--- src/rtl/spi_reg_slave_if.sv ---
// Bundles the SPI pins and the internal register bus of spi_reg_slave.
// The slave modport is the design's view; the master modport is the view of
// whatever sits on the other side (host SPI master plus register file).
interface spi_reg_slave_if #(
    parameter int ADDR_WIDTH = 8,
    parameter int DATA_WIDTH = 16
);
    logic                  spi_clk;
    logic                  spi_csn;
    logic                  spi_mosi;
    logic                  spi_miso;
    logic                  reg_wr_en;
    logic                  reg_rd_en;
    logic [ADDR_WIDTH-1:0] reg_addr;
    logic [DATA_WIDTH-1:0] reg_wdata;
    logic [DATA_WIDTH-1:0] reg_rdata;
    logic                  frame_err;
    logic                  busy;

    modport slave (
        input  spi_clk, spi_csn, spi_mosi, reg_rdata,
        output spi_miso, reg_wr_en, reg_rd_en, reg_addr, reg_wdata, frame_err, busy
    );

    modport master (
        output spi_clk, spi_csn, spi_mosi, reg_rdata,
        input  spi_miso, reg_wr_en, reg_rd_en, reg_addr, reg_wdata, frame_err, busy
    );
endinterface

--- src/rtl/spi_reg_slave.sv ---
// SPI mode-0 register slave. SCK/CSN/MOSI are oversampled in the core clock
// domain; each frame {cmd, addr, pad, data} becomes a single-cycle register
// write or read strobe, and read data is shifted back out on MISO.
// ADDR_WIDTH, DATA_WIDTH and SYNC_STAGES are all expected to be >= 2.
module spi_reg_slave #(
    parameter int ADDR_WIDTH  = 8,
    parameter int DATA_WIDTH  = 16,
    parameter int SYNC_STAGES = 2
) (
    input  logic                  clk,
    input  logic                  rst_n,
    spi_reg_slave_if.slave        bus
);
    localparam int SH_W  = (ADDR_WIDTH > DATA_WIDTH) ? ADDR_WIDTH : DATA_WIDTH;
    localparam int CNT_W = $clog2(SH_W + 1);
    // Idle values of the synchronised pins, bit order {sck, csn, mosi}
    localparam logic [2:0] SYNC_RST = 3'b010;

    typedef enum logic [2:0] {IDLE, CMD, ADDR, PAD, DATA, DRAIN} state_t;

    logic [2:0] pin_vec;
    logic [2:0] sync_vec;
    logic       sck_s, csn_s, mosi_s;
    logic       sck_prev_reg, csn_prev_reg;
    logic       sck_rise, sck_fall, csn_fall, csn_rise;

    state_t                state_reg, state_next;
    logic [CNT_W-1:0]      bit_cnt_reg, bit_cnt_next;
    logic [1:0]            cmd_reg, cmd_next;
    logic [SH_W-1:0]       shift_reg, shift_next;
    logic [DATA_WIDTH-1:0] tx_shift_reg, tx_shift_next;
    logic                  rd_sample_reg, rd_sample_next;
    logic                  miso_reg, miso_next;
    logic                  wr_en_reg, wr_en_next;
    logic                  rd_en_reg, rd_en_next;
    logic                  err_reg, err_next;
    logic [ADDR_WIDTH-1:0] addr_reg, addr_next;
    logic [DATA_WIDTH-1:0] wdata_reg, wdata_next;

    logic [SH_W-1:0]       shift_in;
    logic [1:0]            cmd_in;
    logic                  cmd_is_wr, cmd_is_rd;

    assign pin_vec = {bus.spi_clk, bus.spi_csn, bus.spi_mosi};

    // One independent synchroniser chain per SPI input
    generate
        for (genvar gi = 0; gi < 3; gi++) begin : g_sync
            logic [SYNC_STAGES-1:0] chain_reg;

            // Shift the raw pin through SYNC_STAGES flops
            always_ff @(posedge clk or negedge rst_n) begin
                if (!rst_n) begin
                    chain_reg <= {SYNC_STAGES{SYNC_RST[gi]}};
                end else begin
                    chain_reg <= {chain_reg[SYNC_STAGES-2:0], pin_vec[gi]};
                end
            end

            assign sync_vec[gi] = chain_reg[SYNC_STAGES-1];
        end
    endgenerate

    assign sck_s  = sync_vec[2];
    assign csn_s  = sync_vec[1];
    assign mosi_s = sync_vec[0];

    // Remember the previous synchronised SCK/CSN for edge detection
    always_ff @(posedge clk or negedge rst_n) begin
        if (!rst_n) begin
            sck_prev_reg <= 1'b0;
            csn_prev_reg <= 1'b1;
        end else begin
            sck_prev_reg <= sck_s;
            csn_prev_reg <= csn_s;
        end
    end

    assign sck_rise = sck_s & ~sck_prev_reg;
    assign sck_fall = ~sck_s & sck_prev_reg;
    assign csn_fall = ~csn_s & csn_prev_reg;
    assign csn_rise = csn_s & ~csn_prev_reg;

    assign shift_in  = {shift_reg[SH_W-2:0], mosi_s};
    assign cmd_in    = {cmd_reg[0], mosi_s};
    assign cmd_is_wr = (cmd_reg == 2'b10);
    assign cmd_is_rd = (cmd_reg == 2'b01);

    // Frame state, datapath registers and registered outputs
    always_ff @(posedge clk or negedge rst_n) begin
        if (!rst_n) begin
            state_reg     <= IDLE;
            bit_cnt_reg   <= '0;
            cmd_reg       <= '0;
            shift_reg     <= '0;
            tx_shift_reg  <= '0;
            rd_sample_reg <= 1'b0;
            miso_reg      <= 1'b0;
            wr_en_reg     <= 1'b0;
            rd_en_reg     <= 1'b0;
            err_reg       <= 1'b0;
            addr_reg      <= '0;
            wdata_reg     <= '0;
        end else begin
            state_reg     <= state_next;
            bit_cnt_reg   <= bit_cnt_next;
            cmd_reg       <= cmd_next;
            shift_reg     <= shift_next;
            tx_shift_reg  <= tx_shift_next;
            rd_sample_reg <= rd_sample_next;
            miso_reg      <= miso_next;
            wr_en_reg     <= wr_en_next;
            rd_en_reg     <= rd_en_next;
            err_reg       <= err_next;
            addr_reg      <= addr_next;
            wdata_reg     <= wdata_next;
        end
    end

    // Next-state logic: frame parsing, strobes, abort handling and MISO shifting
    always_comb begin
        state_next     = state_reg;
        bit_cnt_next   = bit_cnt_reg;
        cmd_next       = cmd_reg;
        shift_next     = shift_reg;
        tx_shift_next  = tx_shift_reg;
        miso_next      = miso_reg;
        addr_next      = addr_reg;
        wdata_next     = wdata_reg;
        wr_en_next     = 1'b0;
        rd_en_next     = 1'b0;
        err_next       = 1'b0;
        // Read data arrives one cycle after the read strobe
        rd_sample_next = rd_en_reg;
        if (rd_sample_reg) begin
            tx_shift_next = bus.reg_rdata;
        end

        if (state_reg == IDLE) begin
            if (csn_fall) begin
                state_next   = CMD;
                bit_cnt_next = '0;
                cmd_next     = 2'b00;
                miso_next    = 1'b0;
            end
        end else if (csn_rise) begin
            // CSN rise beats any same-cycle SCK edge; an unfinished frame or a
            // completed frame with a bad command is reported once
            state_next   = IDLE;
            bit_cnt_next = '0;
            miso_next    = 1'b0;
            err_next     = (state_reg != DRAIN) || !(cmd_is_wr || cmd_is_rd);
        end else begin
            case (state_reg)
                CMD: begin
                    if (sck_rise) begin
                        cmd_next = cmd_in;
                        if (bit_cnt_reg == CNT_W'(1)) begin
                            state_next   = ADDR;
                            bit_cnt_next = '0;
                        end else begin
                            bit_cnt_next = bit_cnt_reg + 1'b1;
                        end
                    end
                end
                ADDR: begin
                    if (sck_rise) begin
                        shift_next = shift_in;
                        if (bit_cnt_reg == CNT_W'(ADDR_WIDTH - 1)) begin
                            state_next   = PAD;
                            bit_cnt_next = '0;
                            if (cmd_is_wr || cmd_is_rd) begin
                                addr_next = shift_in[ADDR_WIDTH-1:0];
                            end
                            rd_en_next = cmd_is_rd;
                        end else begin
                            bit_cnt_next = bit_cnt_reg + 1'b1;
                        end
                    end
                end
                PAD: begin
                    if (sck_rise) begin
                        state_next   = DATA;
                        bit_cnt_next = '0;
                    end
                end
                DATA: begin
                    if (sck_rise) begin
                        shift_next = shift_in;
                        if (bit_cnt_reg == CNT_W'(DATA_WIDTH - 1)) begin
                            state_next = DRAIN;
                            miso_next  = 1'b0;
                            if (cmd_is_wr) begin
                                wdata_next = shift_in[DATA_WIDTH-1:0];
                                wr_en_next = 1'b1;
                            end
                        end else begin
                            bit_cnt_next = bit_cnt_reg + 1'b1;
                        end
                    end else if (sck_fall && cmd_is_rd) begin
                        // The fall with no data bit yet captured ends the PAD bit
                        if (bit_cnt_reg == '0) begin
                            miso_next = tx_shift_reg[DATA_WIDTH-1];
                        end else begin
                            tx_shift_next = {tx_shift_reg[DATA_WIDTH-2:0], 1'b0};
                            miso_next     = tx_shift_reg[DATA_WIDTH-2];
                        end
                    end
                end
                default: begin
                    // DRAIN: surplus SCK edges are ignored until CSN rises
                end
            endcase
        end
    end

    assign bus.spi_miso  = miso_reg;
    assign bus.reg_wr_en = wr_en_reg;
    assign bus.reg_rd_en = rd_en_reg;
    assign bus.reg_addr  = addr_reg;
    assign bus.reg_wdata = wdata_reg;
    assign bus.frame_err = err_reg;
    assign bus.busy      = ~csn_s;
endmodule

--- src/flat_wrapper.sv ---
// flat-port wrapper written by rule: the top's interface ports become plain ports
module spi_reg_slave_flat 
#(
    parameter int ADDR_WIDTH  = 8,
    parameter int DATA_WIDTH  = 16,
    parameter int SYNC_STAGES = 2
)
  (clk, rst_n, bus_spi_clk, bus_spi_csn, bus_spi_mosi, bus_reg_rdata, bus_spi_miso, bus_reg_wr_en, bus_reg_rd_en, bus_reg_addr, bus_reg_wdata, bus_frame_err, bus_busy);
  spi_reg_slave_if #(.ADDR_WIDTH(ADDR_WIDTH), .DATA_WIDTH(DATA_WIDTH)) bus_i ();
  input  logic clk;
  input  logic rst_n;
  input wire logic [$bits(bus_i.spi_clk)-1:0] bus_spi_clk;
  input wire logic [$bits(bus_i.spi_csn)-1:0] bus_spi_csn;
  input wire logic [$bits(bus_i.spi_mosi)-1:0] bus_spi_mosi;
  input wire logic [$bits(bus_i.reg_rdata)-1:0] bus_reg_rdata;
  output wire logic [$bits(bus_i.spi_miso)-1:0] bus_spi_miso;
  output wire logic [$bits(bus_i.reg_wr_en)-1:0] bus_reg_wr_en;
  output wire logic [$bits(bus_i.reg_rd_en)-1:0] bus_reg_rd_en;
  output wire logic [$bits(bus_i.reg_addr)-1:0] bus_reg_addr;
  output wire logic [$bits(bus_i.reg_wdata)-1:0] bus_reg_wdata;
  output wire logic [$bits(bus_i.frame_err)-1:0] bus_frame_err;
  output wire logic [$bits(bus_i.busy)-1:0] bus_busy;
  assign bus_i.spi_clk = bus_spi_clk;
  assign bus_i.spi_csn = bus_spi_csn;
  assign bus_i.spi_mosi = bus_spi_mosi;
  assign bus_i.reg_rdata = bus_reg_rdata;
  assign bus_spi_miso = bus_i.spi_miso;
  assign bus_reg_wr_en = bus_i.reg_wr_en;
  assign bus_reg_rd_en = bus_i.reg_rd_en;
  assign bus_reg_addr = bus_i.reg_addr;
  assign bus_reg_wdata = bus_i.reg_wdata;
  assign bus_frame_err = bus_i.frame_err;
  assign bus_busy = bus_i.busy;
  spi_reg_slave #(.ADDR_WIDTH(ADDR_WIDTH), .DATA_WIDTH(DATA_WIDTH), .SYNC_STAGES(SYNC_STAGES)) u_core (.clk(clk), .rst_n(rst_n), .bus(bus_i));
endmodule
--- config.mk ---
export PLATFORM = sky130hd
export DESIGN_NAME = spi_reg_slave_flat
export DESIGN_NICKNAME = d
export VERILOG_FILES = /design/src/rtl/spi_reg_slave_if.sv /design/src/rtl/spi_reg_slave.sv /design/src/flat_wrapper.sv
export SDC_FILE = /design/constraint.sdc
export NUM_CORES = 1
export LEC_CHECK = 0
export BUFFER_PORTS_ARGS = -buffer_cell sky130_fd_sc_hd__buf_2
export CAP_MARGIN = 25
export CORE_MARGIN = 2
export CORE_UTILIZATION = 61
export CTS_CLUSTER_SIZE = 16
export DETAILED_ROUTE_END_ITERATION = 12
export GPL_TIMING_DRIVEN = 0
export PLACE_DENSITY = 0.84
export SYNTH_ARGS = -nofsm -noshare
export SYNTH_HDL_FRONTEND = slang
export SYNTH_SLANG_ARGS = --single-unit
--- constraint.sdc ---
create_clock -name clk -period 6.85 [get_ports clk]
set_clock_uncertainty 0.2 [all_clocks]
set_input_delay 0.685 -clock clk [delete_from_list [all_inputs] [get_ports clk]]
set_output_delay 0.685 -clock clk [all_outputs]
set_load 0.01 [all_outputs]
* After elaboration in Yosys (flattened, before gate mapping)
Cells that the tools add are included.
** Word-level totals
- Output and inout port bits :: 29
- Input port bits :: 21
- Logic and storage cells :: 123
- Flip-flop bits (word level) :: 78
** Cells by class
- Bitwise gates (word level) :: 10
- Mux-type cells :: 55
- Reductions and logical operators :: 19
- Equality and inequality tests :: 21
- Add/sub/neg operators :: 1
** Operator list (count)
- $mux W16 :: 7
- $mux W5 :: 10
- $mux W3 :: 10
- $ne A4 B1 Y1 const B :: 7
- $mux W1 :: 21
- $pmux W5 S4 :: 1
- $pmux W3 S4 :: 1
- $reduce_and A4 Y1 :: 3
- $reduce_and A6 Y1 :: 2
- $mux W2 :: 5
- $reduce_and A9 Y1 :: 1
- $reduce_and A7 Y1 :: 1
- $eq A3 B2 Y1 const B :: 2
- $not A1 Y1 :: 6
- $reduce_bool A6 Y1 :: 1
- $add A5 B1 Y5 const B :: 1
- $eq A5 B1 Y1 const B :: 1
- $eq A5 B3 Y1 const B :: 1
- $eq A5 B4 Y1 const B :: 1
- $logic_not A5 Y1 :: 1
- $and A1 B1 Y1 :: 4
- $ne A4 B2 Y1 const B :: 1
- $ne A4 B4 Y1 const B :: 1
- $reduce_bool A2 Y1 :: 2
- other kinds (14) :: 15

* Logic depth before layout (Yosys ltp)
- Depth after elaboration :: 8
- Gate-level depth with buffers :: 8
- Depth with buffers taken out :: 7

* Worst setup path before layout
Ideal clock, no wire load.
- Path kind :: register to register
- Start point :: reg u_core.bit_cnt_reg[0]
- End point :: reg u_core.addr_reg[0] (netlist: u_core.bus.reg_addr[0])
- Data required time :: 6525 ps
- Cell stages (with the launch flop) :: 6
- Period minus slack after synthesis :: 2227 ps
- Arrival :: 1903 ps
- Setup time :: 125 ps
- Path slack :: 4623 ps
- Buffers on the path :: 0
- Cell sequence :: dfrtp_1 -> ha_1 -> nor4bb_1 -> nand3b_1 -> nor4_4 -> mux2_2
** On the way
- Word-level cells in the longest chain between the ends :: 2
** RTL lines
- start, declared :: RTL line spi_reg_slave.sv:28 : logic [CNT_W-1:0] bit_cnt_reg, bit_cnt_next;
- start signal, assigned :: RTL line spi_reg_slave.sv:106 : bit_cnt_reg <= bit_cnt_next;
- $eq A5 B3 Y1 :: RTL line spi_reg_slave.sv:169 : if (bit_cnt_reg == CNT_W'(ADDR_WIDTH - 1)) begin
- $reduce_and A6 Y1 (no source line)
- end signal, assigned :: RTL line spi_reg_slave.sv:115 : addr_reg <= addr_next;
- end, declared :: RTL line spi_reg_slave.sv:37 : logic [ADDR_WIDTH-1:0] addr_reg, addr_next;
No other way between the ends.
A chain may end at the register's enable or synchronous reset.

* Worst setup path after layout
- Start point :: reg u_core.bit_cnt_reg[0]
- End point :: reg u_core.addr_reg[4] (netlist: u_core.bus.reg_addr[4])
The elaborated chain is that of the path after synthesis.

==> results.toml <==
[placed_design]
routabilityCongestion = 0.885
io_buffer_count = 49
hpwl_mm = 4.65
place_area_mm2 = 0.00381

[timing]
setup_viol = 0
finalCritPeriodShare_pct = 40.5
worstMarginPinSlew_ps = 761
grt_setup_unrepaired = "no"
slew_headroom_pct = 48.9
fin_tns_setup_ps = 0
hold_viol_final = 0
drv_slew = 0
fmax_mhz = 360
period_minus_slack_ps = 2780

[finish]
fill_cells = 396
nNetsFinal = 370
diodes = 0
layout-drive-gt1-share_pct = 35.7
area_growth_pct = 16.7
design_area_mm2 = 0.00403

[synthesis]
synth.area.top_cells = "dfrtp_1, mux2_2, mux2i_1, o21ai_0, ha_1"
synth_top_area_cell = "dfrtp_1"
syn-instance-count = 281
synth-edff-count = 0
synth-async-reset-ratio_pct = 100
synth.cell_area_mm2 = 0.00345
ys_ff_latch = 78
synth_nets = 309
synthFlopType = "dfrtp_1"
synth_cell_types = 46
syn_area_per_cell_um2 = 12.3
yosys_warnings = 0
synth-seq-area-share_pct = 56.7
netlist.area_leader.share_pct = 54.4

[routing]
drc = 0
vias = 2391
routedWlPerCell_um = 16.1
drtIter0Drc = 250
first_pass_iters = 4
vias_per_cell = 5.71
routed_wl_mm = 6.73
ant_nets = 0

[power]
pwr-share-seq_pct = 49.6
comb_power_share_pct = 15.3
net-switching-power_uw = 284
power_density_mw_per_mm2 = 253
leakage_uw = 0.00188
swShare_pct = 27.8
p_int_uw = 736
ir_drop_mv = 0.165
p_clk_share_pct = 35.2

[clocking]
clkLatencyLatePin_ps = 350
cts_max_path_buffers = 2
path_clk_slew_ps = 80
cts_max_level = 3
cts_sinks = 78
root_buffer = "clkbuf_8"
post_cts_resized = 0
cts_hold_buf = 0
cts_tree = "built"
cts_setup_buffers = 0
cts_buffers = 9

[critical_path]
cp.buffers_inverters = 0
end_kind = "flop"
r2r_slack_ps = 4070
path_delay_family = "simple AND/OR/NAND/NOR gates"
path_max_fanout = 8
crit_type = "flop to flop"
critPathRequiredTime_ps = 6890
crit_arrival_ps = 2810
cp_cell_sequence = "ha_1 -> nor4bb_1 -> nand3b_1 -> nor4_4 -> mux2_2"
slowest_delay_ps = 690
crit_path_top_delay_cell = "nor4_4"
start_kind = "flop"

[grt]
track_usage_pct = 23.6
grt_max_degree = 52
grt_pass1_vias = 2387
grt_pass1_wl_mm = 11.3
antenna_found_initial = 0
grt_overflow = 0

[floorplanning]
die_w_um = 79.2
die-area_mm2 = 0.00627
start_util_pct = 63.0
io-pin-count = 50
coreArea_mm2 = 0.00547
num_rows = 27
die_h_um = 79.2

[run]
max-cap-violations = 0

[hold_path]
holdCritPathClass = "input port to asynchronous set/reset pin"

[outcome]
status = "finished clean"
-- area by class of cell --
| type | instances | area (µm²) | share of cell area, % |
|---|---|---|---|
| Clock buffer | 12 | 155 | 3.85 |
| Inverter | 11 | 41.3 | 1.03 |
| Timing Repair Buffer | 50 | 275 | 6.84 |
| Buffer | 13 | 72.6 | 1.80 |
| Tap cell | 72 | 90.1 | 2.24 |
| Sequential cell | 78 | 1960 | 48.6 |
| Clock inverter | 4 | 55.1 | 1.37 |
| Multi-Input combinational cell | 179 | 1380 | 34.3 |
-- power by group through the flow --
stage | combinational [µW] | clock (µW) | sequential (µW)
finish | 156 | 359 | 505
global route | 176 | 384 | 509
CTS | 155 | 364 | 505
detailed placement | 155 | 0 | 513
global placement | 147 | 0 | 511
floorplan | 110 | 0 | 507
-- cell usage after synthesis (all sizes together), types with 4 or more instances --
library cell and number:
dfrtp 75, mux2 40, o21ai 31, nand2 24, mux2i 17, inv 11
a21oi 8, buf 8, ha 7, nor2 7, clkbuf 5, nor3 5
nand3b 4, nor2b 4, or3 4
-- metal layers --
layer  vias to the layer above  track usage [%]  routed length [µm]
met1                      1186             32.2                3070
met4                         0             11.6                 154
met2                        72             36.4                3140
met5                         -                0                   0
met3                        17             4.89                 367
li1                       1116                -                   -
-- worst register-to-register path, cell delays in order (launching register included) --
cell and delay [ps]:
dfrtp_1 450, ha_1 240, nor4bb_1 430, nand3b_1 240, nor4_4 700, mux2_2 420
-- cell families after synthesis --
group | count (synthesis) | share of synthesized area (%)
simple gates | 62 | 10.6
mux | 57 | 18.0
fa+ha+maj | 7 | 2.54
buf+inv | 24 | 3.30
flops | 78 | 56.7
compound gates | 53 | 8.85
-- per-stage QoR --
stage / hold WS (ps) / utilization (%) / total power (µW) / worst slack (ps) / cells
2_1_floorplan: 131 / - / 617 / 4620 / 281
3_3_place_gp: 134 / 69.2 / 658 / 4240 / 402
3_5_place_dp: 142 / 69.7 / 668 / 4160 / 403
4_1_cts: 57.8 / 73.5 / 1020 / 4090 / 419
5_1_grt: 73.9 / 73.5 / 1070 / 3960 / 419
6_report: 52.1 / 73.5 / 1020 / 4070 / 419
-- cells in the final DEF (no fill, tap or decap), types with 5 or more instances in the layout --
cell	instances
mux2_2	40
mux2i_1	17
ha_1	7
nand2_1	23
clkbuf_1	5
inv_1	11
buf_2	51
dfrtp_1	75
o21ai_0	27
nor2_1	5
clkbuf_8	11
a21oi_1	8
-- path summary, 6_finish.rpt --
check	start	endpoint	cells past startpoint
min reg2reg	u_core.g_sync[1].chain_reg[0]	u_core.g_sync[1].chain_reg[1]	0
max	u_core.bit_cnt_reg[0]	u_core.bus.reg_addr[4]	5
min	rst_n	u_core.shift_reg[10]	1
max in group asynchronous	rst_n	u_core.tx_shift_reg[13]	2
max reg2reg	u_core.bit_cnt_reg[0]	u_core.bus.reg_addr[4]	5
min in group clk	u_core.g_sync[1].chain_reg[0]	u_core.g_sync[1].chain_reg[1]	0
No activity file was read; power rests on OpenSTA's default activity.
